===== src/rtl/reg_scoreboard_pkg.sv =====
// Shared constants and the drain FSM state type for the register write scoreboard.
package reg_scoreboard_pkg;
  localparam int         NREGS  = 32;
  localparam logic [4:0] ZR_IDX = 5'd31;

  typedef enum logic [1:0] {IDLE, DRAIN, DONE} drain_state_e;
endpackage


===== src/rtl/reg_scoreboard_if.sv =====
// Decode / write-back / drain handshake bundle between the core and the scoreboard.
interface reg_scoreboard_if #(parameter int CNT_W = 2);
  logic             id_valid;
  logic [4:0]       id_ra1, id_ra2;
  logic             id_use1, id_use2;
  logic [4:0]       id_wa;
  logic             id_we;
  logic             wb_we;
  logic [4:0]       wb_wa;
  logic             drain_req;
  logic             stall;
  logic             issue;
  logic [31:0]      busy;
  logic [CNT_W+4:0] inflight;
  logic             drain_ack;
  logic             err_underflow;

  modport master (
    output id_valid, id_ra1, id_ra2, id_use1, id_use2, id_wa, id_we,
           wb_we, wb_wa, drain_req,
    input  stall, issue, busy, inflight, drain_ack, err_underflow
  );

  modport slave (
    input  id_valid, id_ra1, id_ra2, id_use1, id_use2, id_wa, id_we,
           wb_we, wb_wa, drain_req,
    output stall, issue, busy, inflight, drain_ack, err_underflow
  );
endinterface


===== src/rtl/reg_scoreboard_sb_counter.sv =====
// Per-register pending-write counter. Simultaneous inc/dec cancel; the
// counter never wraps in either direction. up/down report an actual step.
module sb_counter #(
  parameter int CNT_W = 2
) (
  input  logic             clk,
  input  logic             reset,
  input  logic             inc,
  input  logic             dec,
  output logic [CNT_W-1:0] cnt,
  output logic             zero,
  output logic             max,
  output logic             underflow,
  output logic             up,
  output logic             down
);
  assign zero      = (cnt == '0);
  assign max       = &cnt;
  assign up        = inc & ~dec & ~max;
  assign down      = dec & ~inc & ~zero;
  assign underflow = dec & ~inc & zero;

  // count step
  always_ff @(posedge clk or posedge reset) begin
    if (reset)     cnt <= '0;
    else if (up)   cnt <= cnt + CNT_W'(1);
    else if (down) cnt <= cnt - CNT_W'(1);
  end
endmodule


===== src/rtl/reg_scoreboard.sv =====
// Register-file write scoreboard: per-register in-flight counters, RAW and
// saturation stall, and a drain handshake.
// Optional macro SCOREBOARD_BYPASS_EN: the register file writes through, so a
// reader of a register whose last pending write retires this cycle does not stall.
module reg_scoreboard
  import reg_scoreboard_pkg::*;
#(
  parameter int CNT_W = 2
) (
  input  logic             clk,
  input  logic             reset,
  reg_scoreboard_if.slave  sb
);
  localparam int IW = CNT_W + 5;

  logic [NREGS-1:0][CNT_W-1:0] cnt;
  logic [NREGS-1:0] inc, dec, zero, max, uflow, up, down, rd_busy;
  logic             wr_trk, rt_trk, haz1, haz2, sat;
  logic [IW-1:0]    inflight_q;
  logic             err_q;
  drain_state_e     state, state_nxt;

  assign wr_trk = sb.id_we & (sb.id_wa != ZR_IDX);
  assign rt_trk = sb.wb_we & (sb.wb_wa != ZR_IDX);

  for (genvar r = 0; r < NREGS; r++) begin : g_reg
    assign inc[r] = sb.issue & wr_trk & (sb.id_wa == 5'(r));
    assign dec[r] = rt_trk & (sb.wb_wa == 5'(r));
    if (r == NREGS - 1) begin : g_zr
      // XZR is never tracked
      assign cnt[r]   = '0;
      assign zero[r]  = 1'b1;
      assign max[r]   = 1'b0;
      assign uflow[r] = 1'b0;
      assign up[r]    = 1'b0;
      assign down[r]  = 1'b0;
    end else begin : g_cnt
      sb_counter #(.CNT_W(CNT_W)) u_cnt (
        .clk(clk), .reset(reset), .inc(inc[r]), .dec(dec[r]), .cnt(cnt[r]),
        .zero(zero[r]), .max(max[r]), .underflow(uflow[r]),
        .up(up[r]), .down(down[r])
      );
    end
`ifdef SCOREBOARD_BYPASS_EN
    // last pending write landing this cycle is forwarded by the register file
    assign rd_busy[r] = ~zero[r] &
                        ~((cnt[r] == CNT_W'(1)) & sb.wb_we & (sb.wb_wa == 5'(r)));
`else
    assign rd_busy[r] = ~zero[r];
`endif
  end

  assign haz1  = sb.id_use1 & (sb.id_ra1 != ZR_IDX) & rd_busy[sb.id_ra1];
  assign haz2  = sb.id_use2 & (sb.id_ra2 != ZR_IDX) & rd_busy[sb.id_ra2];
  // uses the registered count, so a same-cycle retire does not relieve it
  assign sat   = wr_trk & max[sb.id_wa];

  assign sb.stall         = sb.id_valid & (haz1 | haz2 | sat | (state == DRAIN));
  assign sb.issue         = sb.id_valid & ~sb.stall;
  assign sb.busy          = ~zero;
  assign sb.inflight      = inflight_q;
  assign sb.drain_ack     = (state == DONE);
  assign sb.err_underflow = err_q;

  // total pending count moves by the net step of at most one up and one down
  always_ff @(posedge clk or posedge reset) begin
    if (reset)                   inflight_q <= '0;
    else if ((|up) && !(|down))  inflight_q <= inflight_q + IW'(1);
    else if ((|down) && !(|up))  inflight_q <= inflight_q - IW'(1);
  end

  // sticky underflow flag
  always_ff @(posedge clk or posedge reset) begin
    if (reset)        err_q <= 1'b0;
    else if (|uflow)  err_q <= 1'b1;
  end

  // drain FSM state register
  always_ff @(posedge clk or posedge reset) begin
    if (reset) state <= IDLE;
    else       state <= state_nxt;
  end

  // drain FSM next state
  always_comb begin
    state_nxt = state;
    case (state)
      IDLE:    if (sb.drain_req) state_nxt = DRAIN;
      DRAIN:   if (inflight_q == '0) state_nxt = DONE;
      DONE:    state_nxt = IDLE;
      default: state_nxt = IDLE;
    endcase
  end
endmodule


===== src/flat_wrapper.sv =====
// flat-port wrapper written by rule: the top's interface ports become plain ports
module reg_scoreboard_flat import reg_scoreboard_pkg::*;
#(
  parameter int CNT_W = 2
)
  (clk, reset, sb_id_valid, sb_id_ra1, sb_id_ra2, sb_id_use1, sb_id_use2, sb_id_wa, sb_id_we, sb_wb_we, sb_wb_wa, sb_drain_req, sb_stall, sb_issue, sb_busy, sb_inflight, sb_drain_ack, sb_err_underflow);
  reg_scoreboard_if #(.CNT_W(CNT_W)) sb_i ();
  input  logic clk;
  input  logic reset;
  input wire logic [$bits(sb_i.id_valid)-1:0] sb_id_valid;
  input wire logic [$bits(sb_i.id_ra1)-1:0] sb_id_ra1;
  input wire logic [$bits(sb_i.id_ra2)-1:0] sb_id_ra2;
  input wire logic [$bits(sb_i.id_use1)-1:0] sb_id_use1;
  input wire logic [$bits(sb_i.id_use2)-1:0] sb_id_use2;
  input wire logic [$bits(sb_i.id_wa)-1:0] sb_id_wa;
  input wire logic [$bits(sb_i.id_we)-1:0] sb_id_we;
  input wire logic [$bits(sb_i.wb_we)-1:0] sb_wb_we;
  input wire logic [$bits(sb_i.wb_wa)-1:0] sb_wb_wa;
  input wire logic [$bits(sb_i.drain_req)-1:0] sb_drain_req;
  output wire logic [$bits(sb_i.stall)-1:0] sb_stall;
  output wire logic [$bits(sb_i.issue)-1:0] sb_issue;
  output wire logic [$bits(sb_i.busy)-1:0] sb_busy;
  output wire logic [$bits(sb_i.inflight)-1:0] sb_inflight;
  output wire logic [$bits(sb_i.drain_ack)-1:0] sb_drain_ack;
  output wire logic [$bits(sb_i.err_underflow)-1:0] sb_err_underflow;
  assign sb_i.id_valid = sb_id_valid;
  assign sb_i.id_ra1 = sb_id_ra1;
  assign sb_i.id_ra2 = sb_id_ra2;
  assign sb_i.id_use1 = sb_id_use1;
  assign sb_i.id_use2 = sb_id_use2;
  assign sb_i.id_wa = sb_id_wa;
  assign sb_i.id_we = sb_id_we;
  assign sb_i.wb_we = sb_wb_we;
  assign sb_i.wb_wa = sb_wb_wa;
  assign sb_i.drain_req = sb_drain_req;
  assign sb_stall = sb_i.stall;
  assign sb_issue = sb_i.issue;
  assign sb_busy = sb_i.busy;
  assign sb_inflight = sb_i.inflight;
  assign sb_drain_ack = sb_i.drain_ack;
  assign sb_err_underflow = sb_i.err_underflow;
  reg_scoreboard #(.CNT_W(CNT_W)) u_core (.clk(clk), .reset(reset), .sb(sb_i));
endmodule

===== config.mk =====
export PLATFORM = sky130hd
export DESIGN_NAME = reg_scoreboard_flat
export DESIGN_NICKNAME = d
export VERILOG_FILES = /design/src/rtl/reg_scoreboard_pkg.sv /design/src/rtl/reg_scoreboard_if.sv /design/src/rtl/reg_scoreboard_sb_counter.sv /design/src/rtl/reg_scoreboard.sv /design/src/flat_wrapper.sv
export SDC_FILE = /design/constraint.sdc
export NUM_CORES = 1
export LEC_CHECK = 0
export ABC_CLOCK_PERIOD_IN_PS = 13900
export BUFFER_PORTS_ARGS = -buffer_cell sky130_fd_sc_hd__buf_2
export CAP_MARGIN = 5
export CORE_AREA = 5 5 133 135
export CTS_CLUSTER_DIAMETER = 60
export CTS_CLUSTER_SIZE = 28
export DETAILED_ROUTE_END_ITERATION = 6
export DIE_AREA = 0 0 138 140
export GPL_TIMING_DRIVEN = 0
export PLACE_DENSITY = 0.68
export SLEW_MARGIN = 15
export SYNTH_ARGS = -nofsm -noshare
export SYNTH_HDL_FRONTEND = slang
export SYNTH_SLANG_ARGS = --single-unit

===== constraint.sdc =====
create_clock -name clk -period 13.9 [get_ports clk]
set_input_delay 2.78 -clock clk [delete_from_list [all_inputs] [get_ports clk]]
set_output_delay 2.78 -clock clk [all_outputs]
set_load 0.05 [all_outputs]

==> impl_summary.log, run 1 <==
[metrics] run status: complete, no violations
[metrics] worst-path cell with the longest stage delay: sky130_fd_sc_hd__nand4b_1
[metrics] WL final: about 26000 µm
[metrics] post-synthesis cell type with the largest combined area: sky130_fd_sc_hd__dfrtp_1
[metrics] post_cts resized: 0
[metrics] Total Negative Setup Slacks: 0 ns
[metrics] root cell of the clock tree: sky130_fd_sc_hd__clkbuf_16
[metrics] clock tree from TritonCTS: yes
[metrics] Worst Hold Class: register to register
[metrics] switch share: 43.4%
[metrics] summed instance area of the synthesized netlist: roughly 6400 µm²
[metrics] initial antenna violation count: 0
[metrics] syn nets: 910
[metrics] Global Route Usage Sum: 26.2%
[metrics] core area: 16300 µm²
[metrics] post-synthesis instance total: 875
[metrics] Psw: 373 µW
[metrics] kind of capture point of the worst setup path: output pin
[metrics] die height: 140 µm
[metrics] unrepaired setup endpoints after global routing: no
[metrics] first-iteration detailed-routing DRC count: 1279
[metrics] weighted congestion reported at the end of routability-driven placement: 1.00
[metrics] cell internal pwr: 487 µW
[metrics] sequential share of power: 31.5%
[metrics] Setup WS post-layout: 4.99 ns
[metrics] cell occurring most often along the worst timing path: sky130_fd_sc_hd__buf_2
[metrics] ys async rst share: 100%
[metrics] top library cells by usage in the layout, fill and taps aside: sky130_fd_sc_hd__nor2_1, sky130_fd_sc_hd__nand2_1, sky130_fd_sc_hd__buf_2, sky130_fd_sc_hd__a21oi_1, sky130_fd_sc_hd__dfrtp_1
[metrics] number of hold buffers added after CTS: 0
[metrics] Worst path top cell family by delay: buffers and inverters
[metrics] number of storage elements in the synthesis netlist: 72
[metrics] global-route wire length before repair: around 40000 µm
[metrics] Max-Cap Viols: 0
[metrics] arrival time at the worst endpoint: slightly above 6 ns
[metrics] via count of the first global-routing pass: 6822
[metrics] portion of synthesized cell area occupied by the leading cell type: 27.9%
[metrics] startpoint type of the worst setup path: primary input
[metrics] combinational power share: 39.3%
[metrics] reported leakage power: about 3.1 nW
[metrics] Die Outline Area: just under 20000 µm²
[metrics] number of setup buffers added after CTS: 0
[metrics] max-slew violations: 0
[metrics] effective utilization at floorplan: 39.4%
[metrics] Max IR drop VDD: 93.1 µV
[metrics] slowest stage delay, CP: 0.38 ns
[metrics] most common cell after layout, fill and taps aside: sky130_fd_sc_hd__nor2_1
[metrics] Critical Path, Cell by Cell: buf_2 -> buf_4 -> buf_4 -> nand4b_1 -> a21oi_1 -> nor4_1 -> o2111a_1 -> o22ai_1 -> and3_1 -> buf_2 -> buf_2 -> and2_1 -> buf_2
[metrics] number of hold violations in the final report: 0
[metrics] number of buffers and inverters on the critical path: 6
[metrics] total power: 860 µW
[metrics] maximum level of the CTS H-tree: 3
[metrics] top area cells in the synthesized netlist: sky130_fd_sc_hd__dfrtp_1, sky130_fd_sc_hd__nor2_1, sky130_fd_sc_hd__a21oi_1
[metrics] actual slew at the worst max-slew pin: 1.03 ns
[metrics] worst-path fanout max: 10
[metrics] number of remaining DRC errors: 0
[metrics] IO buf count: 61
[metrics] fraction of layout instances using a drive strength above 1: 13.5%
[metrics] mean instance size in the synthesized netlist: 7.37 µm²
[metrics] P&R area growth vs syn: 14.1%
[metrics] Final HPWL DP: between 20000 and 25000 µm
[metrics] Yosys warning total: 0
[metrics] Ant. Diodes: 0
[metrics] vias after detailed routing: approximately 7400
[metrics] Final #Nets: 983
[metrics] number of enable-type register cells in the synthesized netlist: 0
[metrics] post-DR wirelength/cell: 22.5 µm
[metrics] Clk pwr share: 29.2%
[metrics] average vias per placed instance: ~6.3
[metrics] crit share post-route: 64.1%
[metrics] Fill cells: 1739
[metrics] Max Clock Skew: slightly above 0.008 ns
[metrics] number of detailed-route iterations in the first pass: 6
[metrics] unique cell type count in the Yosys netlist: 82
[metrics] global-route congestion overflow total: 0
[metrics] sequential area share after synthesis: 27.9%
[metrics] worst setup slack after placement: 5.08 ns
[metrics] kind of critical path: primary input to output pin
[metrics] minimum clock period after layout: 8.91 ns
[metrics] final-report setup violation count: 0
[metrics] share of the core filled with cells in the final layout: 45.0%
[metrics] Pwr per Cell Area: 117 nW/µm²
[metrics] floorplan row count: 47
[metrics] Skew-Pair Late Insertion Delay: 0.36 ns
[metrics] number of nets still failing antenna checks after routing: 0
[metrics] Num CTS Buffers: 9
[metrics] most instantiated flip-flop cell in the synthesis netlist: sky130_fd_sc_hd__dfrtp_1
[metrics] # clock sinks: 72
[metrics] pin count of the biggest net entering global routing: 40
[metrics] tightest slew margin relative to the limit: between 20% and 30%
[metrics] number of buffers between clock root and the deepest sink: 2
[metrics] # IOs: 71
[metrics] tightest hold margin: ~0.42 ns
[metrics] Die Wd: 138 µm
[metrics] clock transition at the registers of the reported paths: 0.06 ns
[metrics] FMAX: 112 MHz
[metrics] required time worst endpoint: about 11 ns
## worst register-to-register path, stage by stage, from the launching register on
cell	delay, ns
sky130_fd_sc_hd__dfrtp_1	0.42
sky130_fd_sc_hd__nor2_1	0.46
sky130_fd_sc_hd__inv_1	0.18
sky130_fd_sc_hd__mux4_2	0.51
sky130_fd_sc_hd__nor2_2	0.11
sky130_fd_sc_hd__o221ai_2	0.14
sky130_fd_sc_hd__a221oi_4	0.37
sky130_fd_sc_hd__nand4_1	0.47
sky130_fd_sc_hd__buf_2	0.37
sky130_fd_sc_hd__o211a_1	0.23
sky130_fd_sc_hd__nor4_1	0.28
sky130_fd_sc_hd__nand4_1	0.24
sky130_fd_sc_hd__nor4_2	0.37
sky130_fd_sc_hd__ha_1	0.25
sky130_fd_sc_hd__inv_1	0.14
sky130_fd_sc_hd__fa_1	0.43
sky130_fd_sc_hd__a21oi_1	0.14
sky130_fd_sc_hd__nor2_1	0.05
sky130_fd_sc_hd__nor2_1	0.15
sky130_fd_sc_hd__o21bai_1	0.08
sky130_fd_sc_hd__a21oi_1	0.17
sky130_fd_sc_hd__xnor2_1	0.14
sky130_fd_sc_hd__nor2_1	0.06
sky130_fd_sc_hd__xor2_1	0.15
## cells by family (layout without fill, tap and decap cells)
logic type | after synthesis | after routing | share of synthesized area (%)
other cells | 1 | 1 | 0.0582
simple gates | 382 | 382 | 28.8
flops | 72 | 72 | 27.9
xor+xnor | 8 | 8 | 1.09
buf+inv | 111 | 189 | 7.04
mux | 19 | 19 | 4.77
fa+ha+maj | 7 | 7 | 1.47
compound gates | 275 | 275 | 28.9
## through the flow
stage / instances / area [µm²]
floorplan: 875 / 6450
global placement: 1156 / 7030
detailed placement: 1157 / 7050
CTS: 1173 / 7360
global route: 1173 / 7360
finish: 1173 / 7360
## worst paths after layout
check	cells after the start	slack, ns	start	to
max	13	4.99	sb_id_wa[0]	sb_issue
min	1	0.42	u_core.state[1]$_DFFE_PP0P_	u_core.state[0]$_DFFE_PP0P_
max reg2reg	23	7.85	u_core.g_reg[27].g_cnt.u_cnt.cnt[0]$_DFFE_PP0P_	u_core.sb.inflight[6]$_DFFE_PP0P_
min reg2reg	1	0.42	u_core.state[1]$_DFFE_PP0P_	u_core.state[0]$_DFFE_PP0P_
max in group asynchronous	3	10.88	reset	u_core.g_reg[27].g_cnt.u_cnt.cnt[1]$_DFFE_PP0P_
min in group asynchronous	2	2.43	reset	u_core.g_reg[9].g_cnt.u_cnt.cnt[0]$_DFFE_PP0P_
## flip-flops by register name (all words and copies together), names as in the netlist
signal                    flops
u_core.state                  2
u_core.g.g_cnt.u_cnt.cnt     62
u_core.sb.inflight            7
u_core.sb.err_underflow       1
## synth_stat cells (10+ instances only)
cell type	instances
sky130_fd_sc_hd__nor2_1	113
sky130_fd_sc_hd__nand2_1	85
sky130_fd_sc_hd__a21oi_1	72
sky130_fd_sc_hd__dfrtp_1	72
sky130_fd_sc_hd__inv_1	63
sky130_fd_sc_hd__o21ai_0	61
sky130_fd_sc_hd__nand3_1	47
sky130_fd_sc_hd__nor3_1	33
sky130_fd_sc_hd__clkbuf_1	25
sky130_fd_sc_hd__nand4_1	19
sky130_fd_sc_hd__nor4_1	14
sky130_fd_sc_hd__buf_2	12
sky130_fd_sc_hd__nand2b_1	12
sky130_fd_sc_hd__nand3b_1	12
sky130_fd_sc_hd__a211oi_1	11
sky130_fd_sc_hd__o21a_1	11
sky130_fd_sc_hd__nor2b_1	10
## routing by layer
layer | vias up | share of wire, % | global-route usage (%)
met5 | - | 0 | 0
met4 | 0 | 3.6 | 9.72
met3 | 89 | 11 | 6.27
met2 | 484 | 44 | 40.9
met1 | 3495 | 41 | 35.5
li1 | 3374 | - | -
## power by group through the flow
stage	clock [mW]	combinational, mW	sequential [mW]
floorplan	0	0.210	0.299
global placement	0	0.331	0.272
detailed placement	0	0.333	0.274
CTS	0.252	0.334	0.270
global route	0.260	0.361	0.276
finish	0.251	0.338	0.271
## layout make-up
class	count	area (µm²)	share of cell area [%]
tap	220	275	3.74
multi-input combinational	692	4190	57.0
buffer	46	210	2.86
sequential	72	1800	24.5
inverter	65	246	3.35
clock buffer	12	256	3.48
clock inverter	4	52.6	0.714
timing repair buffer	62	325	4.42
No activity file was read; power rests on OpenSTA's default activity.
==> run 2: changes to the inputs <==
- ABC_AREA: not set -> 1
- ABC_CLOCK_PERIOD_IN_PS: 13900 -> 9300
- CORE_AREA: 5 5 133 135 -> 5 5 132 134
- DIE_AREA: 0 0 138 140 -> 0 0 137 139
- PLACE_DENSITY: 0.68 -> 0.67
- clock period: 13.9 -> 9.3 ns (I/O delays scaled with it)
==> impl_summary.log, run 2 <==
[metrics] post-DR wirelength/cell: 16.6 µm (-26%)
[metrics] IO buf count: 66 (+8.2%)
[metrics] kind of critical path: primary input to output pin
[metrics] root cell of the clock tree: sky130_fd_sc_hd__clkbuf_16
[metrics] die height: 139 µm (-0.71%)
[metrics] number of buffers between clock root and the deepest sink: 2 (unchanged)
[metrics] Skew-Pair Late Insertion Delay: 0.35 ns (about the same)
[metrics] Synth top cells by count: sky130_fd_sc_hd__nand2_1, sky130_fd_sc_hd__nor2_1, sky130_fd_sc_hd__inv_1, sky130_fd_sc_hd__nand3_1, sky130_fd_sc_hd__dfrtp_1
[metrics] number of remaining DRC errors: 0 (unchanged)
[metrics] top library cells by usage in the layout, fill and taps aside: sky130_fd_sc_hd__nand2_1, sky130_fd_sc_hd__nor2_1, sky130_fd_sc_hd__inv_1, sky130_fd_sc_hd__nand3_1, sky130_fd_sc_hd__dfrtp_1
[metrics] Worst Hold Class: register to register
[metrics] Pwr per Cell Area: 185 nW/µm² (+58%)
[metrics] Setup WS post-layout: 3.09 ns (-1.89 ns)
[metrics] post-synthesis cell type with the largest combined area: sky130_fd_sc_hd__dfrtp_1
[metrics] top area cells in the synthesized netlist: sky130_fd_sc_hd__dfrtp_1, sky130_fd_sc_hd__nand2_1, sky130_fd_sc_hd__nor2_1
[metrics] initial antenna violation count: 0 (unchanged)
[metrics] fraction of layout instances using a drive strength above 1: 10.7% (-2.8 points)
[metrics] syn nets: 1065 (+17%)
[metrics] Max Clock Skew: 0.00835 ns (+0.000260 ns)
[metrics] run status: complete, no violations
[metrics] worst-path cell with the longest stage delay: sky130_fd_sc_hd__nor3_4
[metrics] number of hold buffers added after CTS: 0 (unchanged)
[metrics] WL final: 22200 µm (-16%)
[metrics] share of the core filled with cells in the final layout: 44.5% (-0.51 points)
[metrics] vias after detailed routing: 6943 (-6.7%)
[metrics] Num CTS Buffers: 9 (unchanged)
[metrics] weighted congestion reported at the end of routability-driven placement: 1.01 (+0.41%)
[metrics] P&R area growth vs syn: 15.1%
[metrics] global-route congestion overflow total: 0 (unchanged)
[metrics] most frequent cell after synthesis: sky130_fd_sc_hd__nand2_1
[metrics] Max IR drop VDD: 150 µV (+61%)
[metrics] worst-path fanout max: 10 (unchanged)
[metrics] number of nets still failing antenna checks after routing: 0 (unchanged)
[metrics] first-iteration detailed-routing DRC count: 707 (-45%)
[metrics] crit share post-route: between 60% and 70%
[metrics] number of setup buffers added after CTS: 0 (unchanged)
[metrics] minimum clock period after layout: 6.21 ns
[metrics] mean instance size in the synthesized netlist: 6.07 µm² (-18%)
[metrics] Die Wd: 137 µm (-0.72%)
[metrics] core area: 16200 µm² (-1.1%)
[metrics] number of enable-type register cells in the synthesized netlist: 0 (unchanged)
[metrics] tightest slew margin relative to the limit: 56.9% (+28 points)
[metrics] pin count of the biggest net entering global routing: 46 (+15%)
[metrics] Max-Cap Viols: 0 (unchanged)
[metrics] arrival time at the worst endpoint: 4.35 ns (-1.78 ns)
[metrics] unique cell type count in the Yosys netlist: 41 (-50%)
[metrics] Final HPWL DP: 18000 µm (-12%)
[metrics] clock tree from TritonCTS: yes
[metrics] clock transition at the registers of the reported paths: 0.06 ns (about the same)
[metrics] Total Negative Setup Slacks: 0 ns (unchanged)
[metrics] FMAX: 161 MHz
[metrics] maximum level of the CTS H-tree: 3 (unchanged)
[metrics] unrepaired setup endpoints after global routing: no
[metrics] worst setup slack after placement: 2.91 ns (-2.17 ns)
[metrics] post_cts resized: 0 (unchanged)
[metrics] ys async rst share: 100% (unchanged)
[metrics] effective utilization at floorplan: 38.7% (-0.76 points)
[metrics] final-report setup violation count: 0 (unchanged)
[metrics] global-route wire length before repair: 34500 µm (-14%)
[metrics] Die Outline Area: 19000 µm² (-1.4%)
[metrics] sequential area share after synthesis: 28.8% (+0.86 points)
[metrics] summed instance area of the synthesized netlist: 6260 µm² (-3.0%)
[metrics] floorplan row count: 47 (unchanged)
[metrics] most instantiated flip-flop cell in the synthesis netlist: sky130_fd_sc_hd__dfrtp_1
[metrics] Yosys warning total: 0 (unchanged)
[metrics] Critical Path, Cell by Cell: buf_2 -> nor2_1 -> buf_2 -> nand2_1 -> nand2_1 -> nor2_1 -> nor2_1 -> nor2_1 -> nand2_1 -> nand2_1 -> nand3_2 -> nand3_4 -> nor3_4 -> buf_2 -> buf_2
[metrics] actual slew at the worst max-slew pin: 0.643 ns (-0.391 ns)
[metrics] max-slew violations: 0 (unchanged)
[metrics] Ant. Diodes: 0 (unchanged)
[metrics] register with the most flip-flops: u_core.g.g_cnt.u_cnt.cnt
[metrics] flip-flop count of the largest register after layout: 62 (unchanged)
[metrics] # clock sinks: 72 (unchanged)
[metrics] number of storage elements in the synthesis netlist: 72 (unchanged)
[metrics] required time worst endpoint: 7.44 ns (-3.68 ns)
[metrics] reported leakage power: 3.91 nW (+27%)
[metrics] number of hold violations in the final report: 0 (unchanged)
[metrics] number of detailed-route iterations in the first pass: 5 (-1)
[metrics] Global Route Usage Sum: 23.6% (-2.7 points)
[metrics] total power: 1.33 mW (+55%)
[metrics] via count of the first global-routing pass: 6377 (-6.5%)
[metrics] portion of synthesized cell area occupied by the leading cell type: 28.8% (+0.86 points)
[metrics] # IOs: 71 (unchanged)
[metrics] tightest hold margin: 0.486 ns (+0.0651 ns)
[metrics] average vias per placed instance: 5.21 (-18%)
[metrics] most common cell after layout, fill and taps aside: sky130_fd_sc_hd__nand2_1
[metrics] post-synthesis instance total: 1030 (+18%)
[metrics] startpoint type of the worst setup path: primary input
[metrics] Final #Nets: 1143 (+16%)
[metrics] slowest stage delay, CP: 0.39 ns (about the same)
[metrics] kind of capture point of the worst setup path: output pin
[run 2: final timing paths]
| path | start | slack, ns | to | depth (start not counted) |
|---|---|---|---|---|
| worst max-delay path | sb_id_wa[0] | 3.09 | sb_issue | 15 |
| worst min-delay path | u_core.g_reg[21].g_cnt.u_cnt.cnt[0]$_DFFE_PP0P_ | 0.49 | u_core.g_reg[21].g_cnt.u_cnt.cnt[0]$_DFFE_PP0P_ | 1 |
| worst max register to register | u_core.g_reg[18].g_cnt.u_cnt.cnt[0]$_DFFE_PP0P_ | 4.46 | u_core.sb.inflight[6]$_DFFE_PP0P_ | 30 |
| worst min register to register | u_core.g_reg[21].g_cnt.u_cnt.cnt[0]$_DFFE_PP0P_ | 0.49 | u_core.g_reg[21].g_cnt.u_cnt.cnt[0]$_DFFE_PP0P_ | 1 |
| max in group asynchronous | reset | 7.23 | u_core.g_reg[17].g_cnt.u_cnt.cnt[1]$_DFFE_PP0P_ | 3 |
| min in group asynchronous | reset | 1.49 | u_core.g_reg[8].g_cnt.u_cnt.cnt[0]$_DFFE_PP0P_ | 2 |
[run 2: worst max-delay path, delay by kind of cell]
kind	cells	cell delay (ns)
buffers and inverters	4	1.14
AND/OR/NAND/NOR	11	1.32
[run 2: logic make-up (layout without fill, tap and decap cells)]
logic type	count (synthesis)	in the layout	share of synthesized area [%]
simple gates	644	644	44.9
buf+inv	170	253	10.7
compound gates	103	103	9.42
flops	72	72	28.8
xor+xnor	33	33	4.62
fa+ha+maj	7	7	1.52
other cells	1	1	0.0599
[run 2: final cells by class]
class                           instances  area (µm²)
Fill cell                            1753        8970
Multi-Input combinational cell        788        3780
Clock inverter                          5        55.1
Inverter                              149         562
Clock buffer                           11         253
Sequential cell                        72        1800
Tap cell                              220         275
Timing Repair Buffer                   67         358
Buffer                                 21         110
[run 2: stage by stage]
stage,std cells,instance area [µm²]
floorplan,1030,6260
global placement,1316,6860
detailed placement,1317,6890
CTS,1333,7200
global route,1333,7200
finish,1333,7200
[run 2: routing by layer]
layer	GRT usage, %	share of wire (%)
met1	31.6	41
met2	36.7	45
met3	3.63	7.7
met4	11.9	5.6
met5	0	0
[run 2: where the power goes]
part | total, mW | internal [mW] | switching [mW] | leakage [nW]
sequential | 0.422 | 0.368 | 0.0548 | 0.936
combinational | 0.546 | 0.144 | 0.402 | 2.83
clock | 0.364 | 0.221 | 0.142 | 0.148
==> run 3: changes to the inputs <==
- ABC_AREA: 1 -> 0
- ABC_CLOCK_PERIOD_IN_PS: 9300 -> 6080
- CORE_AREA: 5 5 132 134 -> 5 5 133 135
- DIE_AREA: 0 0 137 139 -> 0 0 138 140
- PLACE_DENSITY: 0.67 -> 0.68
- clock period: 9.3 -> 6.08 ns (I/O delays scaled with it)
==> impl_summary.log, run 3 (same netlist as run 1, synthesis figures left out) <==
[metrics] tightest slew margin relative to the limit: 41.6% (-15 points)
[metrics] flip-flop count of the largest register after layout: 62 (unchanged)
[metrics] number of nets still failing antenna checks after routing: 0 (unchanged)
[metrics] r2r endpoint: u_core.sb.inflight[6]$_DFFE_PP0P_
[metrics] minimum clock period after layout: about 6 ns
[metrics] startpoint type of the worst setup path: primary input
[metrics] Num CTS Buffers: 9 (unchanged)
[metrics] post-route cell area: 7650 µm² (+6.2%)
[metrics] Hold Crit Depth: 1 (unchanged)
[metrics] clock transition at the registers of the reported paths: 0.06 ns (about the same)
[metrics] # clock sinks: 72 (unchanged)
[metrics] final-report setup violation count: 0 (unchanged)
[metrics] max-slew violations: 0 (unchanged)
[metrics] P&R area growth vs syn: 18.6%
[metrics] weighted congestion reported at the end of routability-driven placement: 1.00 (-0.41%)
[metrics] floorplan row count: 47 (unchanged)
[metrics] IO buf count: 61 (-7.6%)
[metrics] Register-to-Register Path Depth: 23 (-23%)
[metrics] Reg2Reg Setup Slack: 0.37 ns (-4.09 ns)
[metrics] number of hold violations in the final report: 0 (unchanged)
[metrics] global-route wire length before repair: 40000 µm (+16%)
[metrics] DP Area: 7050 µm² (+2.3%)
[metrics] initial antenna violation count: 0 (unchanged)
[metrics] Pwr per Cell Area: 261 nW/µm² (+41%)
[metrics] arrival time at the worst endpoint: 6.14 ns (+1.79 ns)
[metrics] core area: 16300 µm² (+1.1%)
[metrics] global-route congestion overflow total: 0 (unchanged)
[metrics] worst-path cell with the longest stage delay: sky130_fd_sc_hd__a2111o_1
[metrics] Die Outline Area: 19300 µm² (+1.5%)
[metrics] first-iteration detailed-routing DRC count: 1211 (+71%)
[metrics] tightest hold margin: 0.420 ns (-0.0653 ns)
[metrics] Reg-to-Reg Start: u_core.g_reg[27].g_cnt.u_cnt.cnt[0]$_DFFE_PP0P_
[metrics] pin count of the biggest net entering global routing: 40 (-13%)
[metrics] crit share post-route: between 90% and 100%
[metrics] top library cells by usage in the layout, fill and taps aside: sky130_fd_sc_hd__nor2_1, sky130_fd_sc_hd__nand2_1, sky130_fd_sc_hd__buf_2, sky130_fd_sc_hd__dfrtp_1, sky130_fd_sc_hd__a21oi_1
[metrics] unrepaired setup endpoints after global routing: no
[metrics] number of buffers and inverters on the critical path: 5 (+1)
[metrics] reported leakage power: 3.19 nW (-19%)
[metrics] number of remaining DRC errors: 0 (unchanged)
[metrics] WL final: 26600 µm (+20%)
[metrics] required time worst endpoint: 6.33 ns (-1.11 ns)
[metrics] Hold Path Sink: u_core.state[0]$_DFFE_PP0P_
[metrics] actual slew at the worst max-slew pin: 0.869 ns (+0.226 ns)
[metrics] worst-path fanout max: 10 (unchanged)
[metrics] slowest stage delay, CP: 0.49 ns (+0.10 ns)
[metrics] die height: 140 µm (+0.72%)
[metrics] maximum level of the CTS H-tree: 3 (unchanged)
[metrics] number of non-filler instances in the completed layout: 1182 (-11%)
[metrics] number of cells after detailed placement: 1157 (-12%)
[metrics] number of buffers between clock root and the deepest sink: 2 (unchanged)
[metrics] critical hold path startpoint: u_core.state[1]$_DFFE_PP0P_
[metrics] most common cell after layout, fill and taps aside: sky130_fd_sc_hd__nor2_1
[metrics] run status: complete, no violations
[metrics] root cell of the clock tree: sky130_fd_sc_hd__clkbuf_16
[metrics] vias after detailed routing: 7624 (+9.8%)
[metrics] via count of the first global-routing pass: 6923 (+8.6%)
[metrics] beginning of the critical path: sb_id_wa[0]
[metrics] register with the most flip-flops: u_core.g.g_cnt.u_cnt.cnt
[metrics] Die Wd: 138 µm (+0.73%)
[metrics] number of hold buffers added after CTS: 0 (unchanged)
[metrics] Max Clock Skew: 0.00787 ns (-0.000471 ns)
[metrics] Ant. Diodes: 0 (unchanged)
[metrics] Global Route Usage Sum: 26.2% (+2.7 points)
[metrics] post-DR wirelength/cell: 22.5 µm (+35%)
[metrics] Skew-Pair Late Insertion Delay: 0.36 ns (about the same)
[metrics] kind of capture point of the worst setup path: register
[metrics] Final #Nets: 992 (-13%)
[metrics] Worst Hold Class: register to register
[metrics] Final HPWL DP: 20500 µm (+14%)
[metrics] kind of critical path: primary input to register
[metrics] Critical Path, Cell by Cell: buf_2 -> buf_6 -> buf_6 -> o21ai_1 -> mux4_2 -> o2111a_1 -> o22ai_4 -> buf_6 -> nand4_4 -> o31ai_4 -> o22ai_1 -> a2111o_1 -> nor4_4 -> ha_2 -> inv_2 -> fa_2 -> a21oi_1 -> nor2_1 -> nor2_1 -> o21bai_1 -> a21oi_1 -> xnor2_1 -> nor2_1 -> xor2_1
[metrics] FMAX: 170 MHz
[metrics] # IOs: 71 (unchanged)
[metrics] number of detailed-route iterations in the first pass: 6 (+1)
[metrics] average vias per placed instance: 6.45 (+24%)
[metrics] fraction of layout instances using a drive strength above 1: 17.7% (+7.0 points)
[metrics] clock tree from TritonCTS: yes
[metrics] Max-Cap Viols: 0 (unchanged)
[metrics] Max IR drop VDD: 216 µV (+44%)
[metrics] Worst path top cell family by delay: compound AO/OA/AOI/OAI gates
[metrics] effective utilization at floorplan: 39.4% (+0.76 points)
-- run 3: cell types whose count changed in the layout (fill, tap and decap cells not counted), moves of 28 or more --
cell                      previous run  this run
sky130_fd_sc_hd__xor2_1             31         3
sky130_fd_sc_hd__a21oi_1            24        71
sky130_fd_sc_hd__nor2_1            168       111
sky130_fd_sc_hd__nand2_1           295        84
sky130_fd_sc_hd__inv_1             135        61
sky130_fd_sc_hd__nand3_1           105        47
-- run 3: metal layers --
metal  track usage (%)  vias to the layer above  wire (µm)
met5                 0                        -          0
met4              11.3                        0       1160
met3              6.58                      107       3330
met2              40.6                      552      11600
met1              34.9                     3565      10500
li1                  -                     3400          -
-- run 3: cell type report --
class / instances / area [µm²]
multi-input cells: 692 / 4360
well taps: 220 / 275
inverters: 65 / 249
fillers: 1708 / 8700
clock inverters: 4 / 52.6
plain buffers: 45 / 239
repair buffers: 72 / 410
clock buffers: 12 / 256
flip-flops and latches: 72 / 1800
-- run 3: stage by stage --
step / setup slack, ns / TNS, ns / utilization [%] / total power, mW
detailed placement: -0.850 / -2.74 / 43.1 / 1.39
CTS: 0.00179 / 0 / 45.4 / 1.96
floorplan: 0.585 / 0 / - / 1.16
global placement: -0.914 / -3.10 / 43.0 / 1.38
global route: 0.0112 / 0 / 46.8 / 2.08
finish: 0.185 / 0 / 46.8 / 1.99
-- run 3: how the worst max path moves through the flow --
stage	to	cells past startpoint
finish	u_core.sb.inflight[6]$_DFFE_PP0P_	24
global route	u_core.sb.inflight[6]$_DFFE_PP0P_	23
CTS	u_core.sb.inflight[6]$_DFFE_PP0P_	24
detailed placement	u_core.sb.inflight[6]$_DFFE_PP0P_	23
global placement	u_core.sb.inflight[6]$_DFFE_PP0P_	23
floorplan	u_core.sb.inflight[6]$_DFFE_PP0P_	24
-- run 3: power by group --
group          switching (mW)  internal, mW
Clock                   0.232         0.341
Sequential             0.0822         0.538
Combinational           0.552         0.247
-- run 3: repair_timing --
item / in CTS / in global routing
pin swaps: 1 / 8
setup buffers: 2 / 7
gates resized for setup: 15 / 41
setup endpoints to repair: 4 / 2
gates cloned: 0 / 1
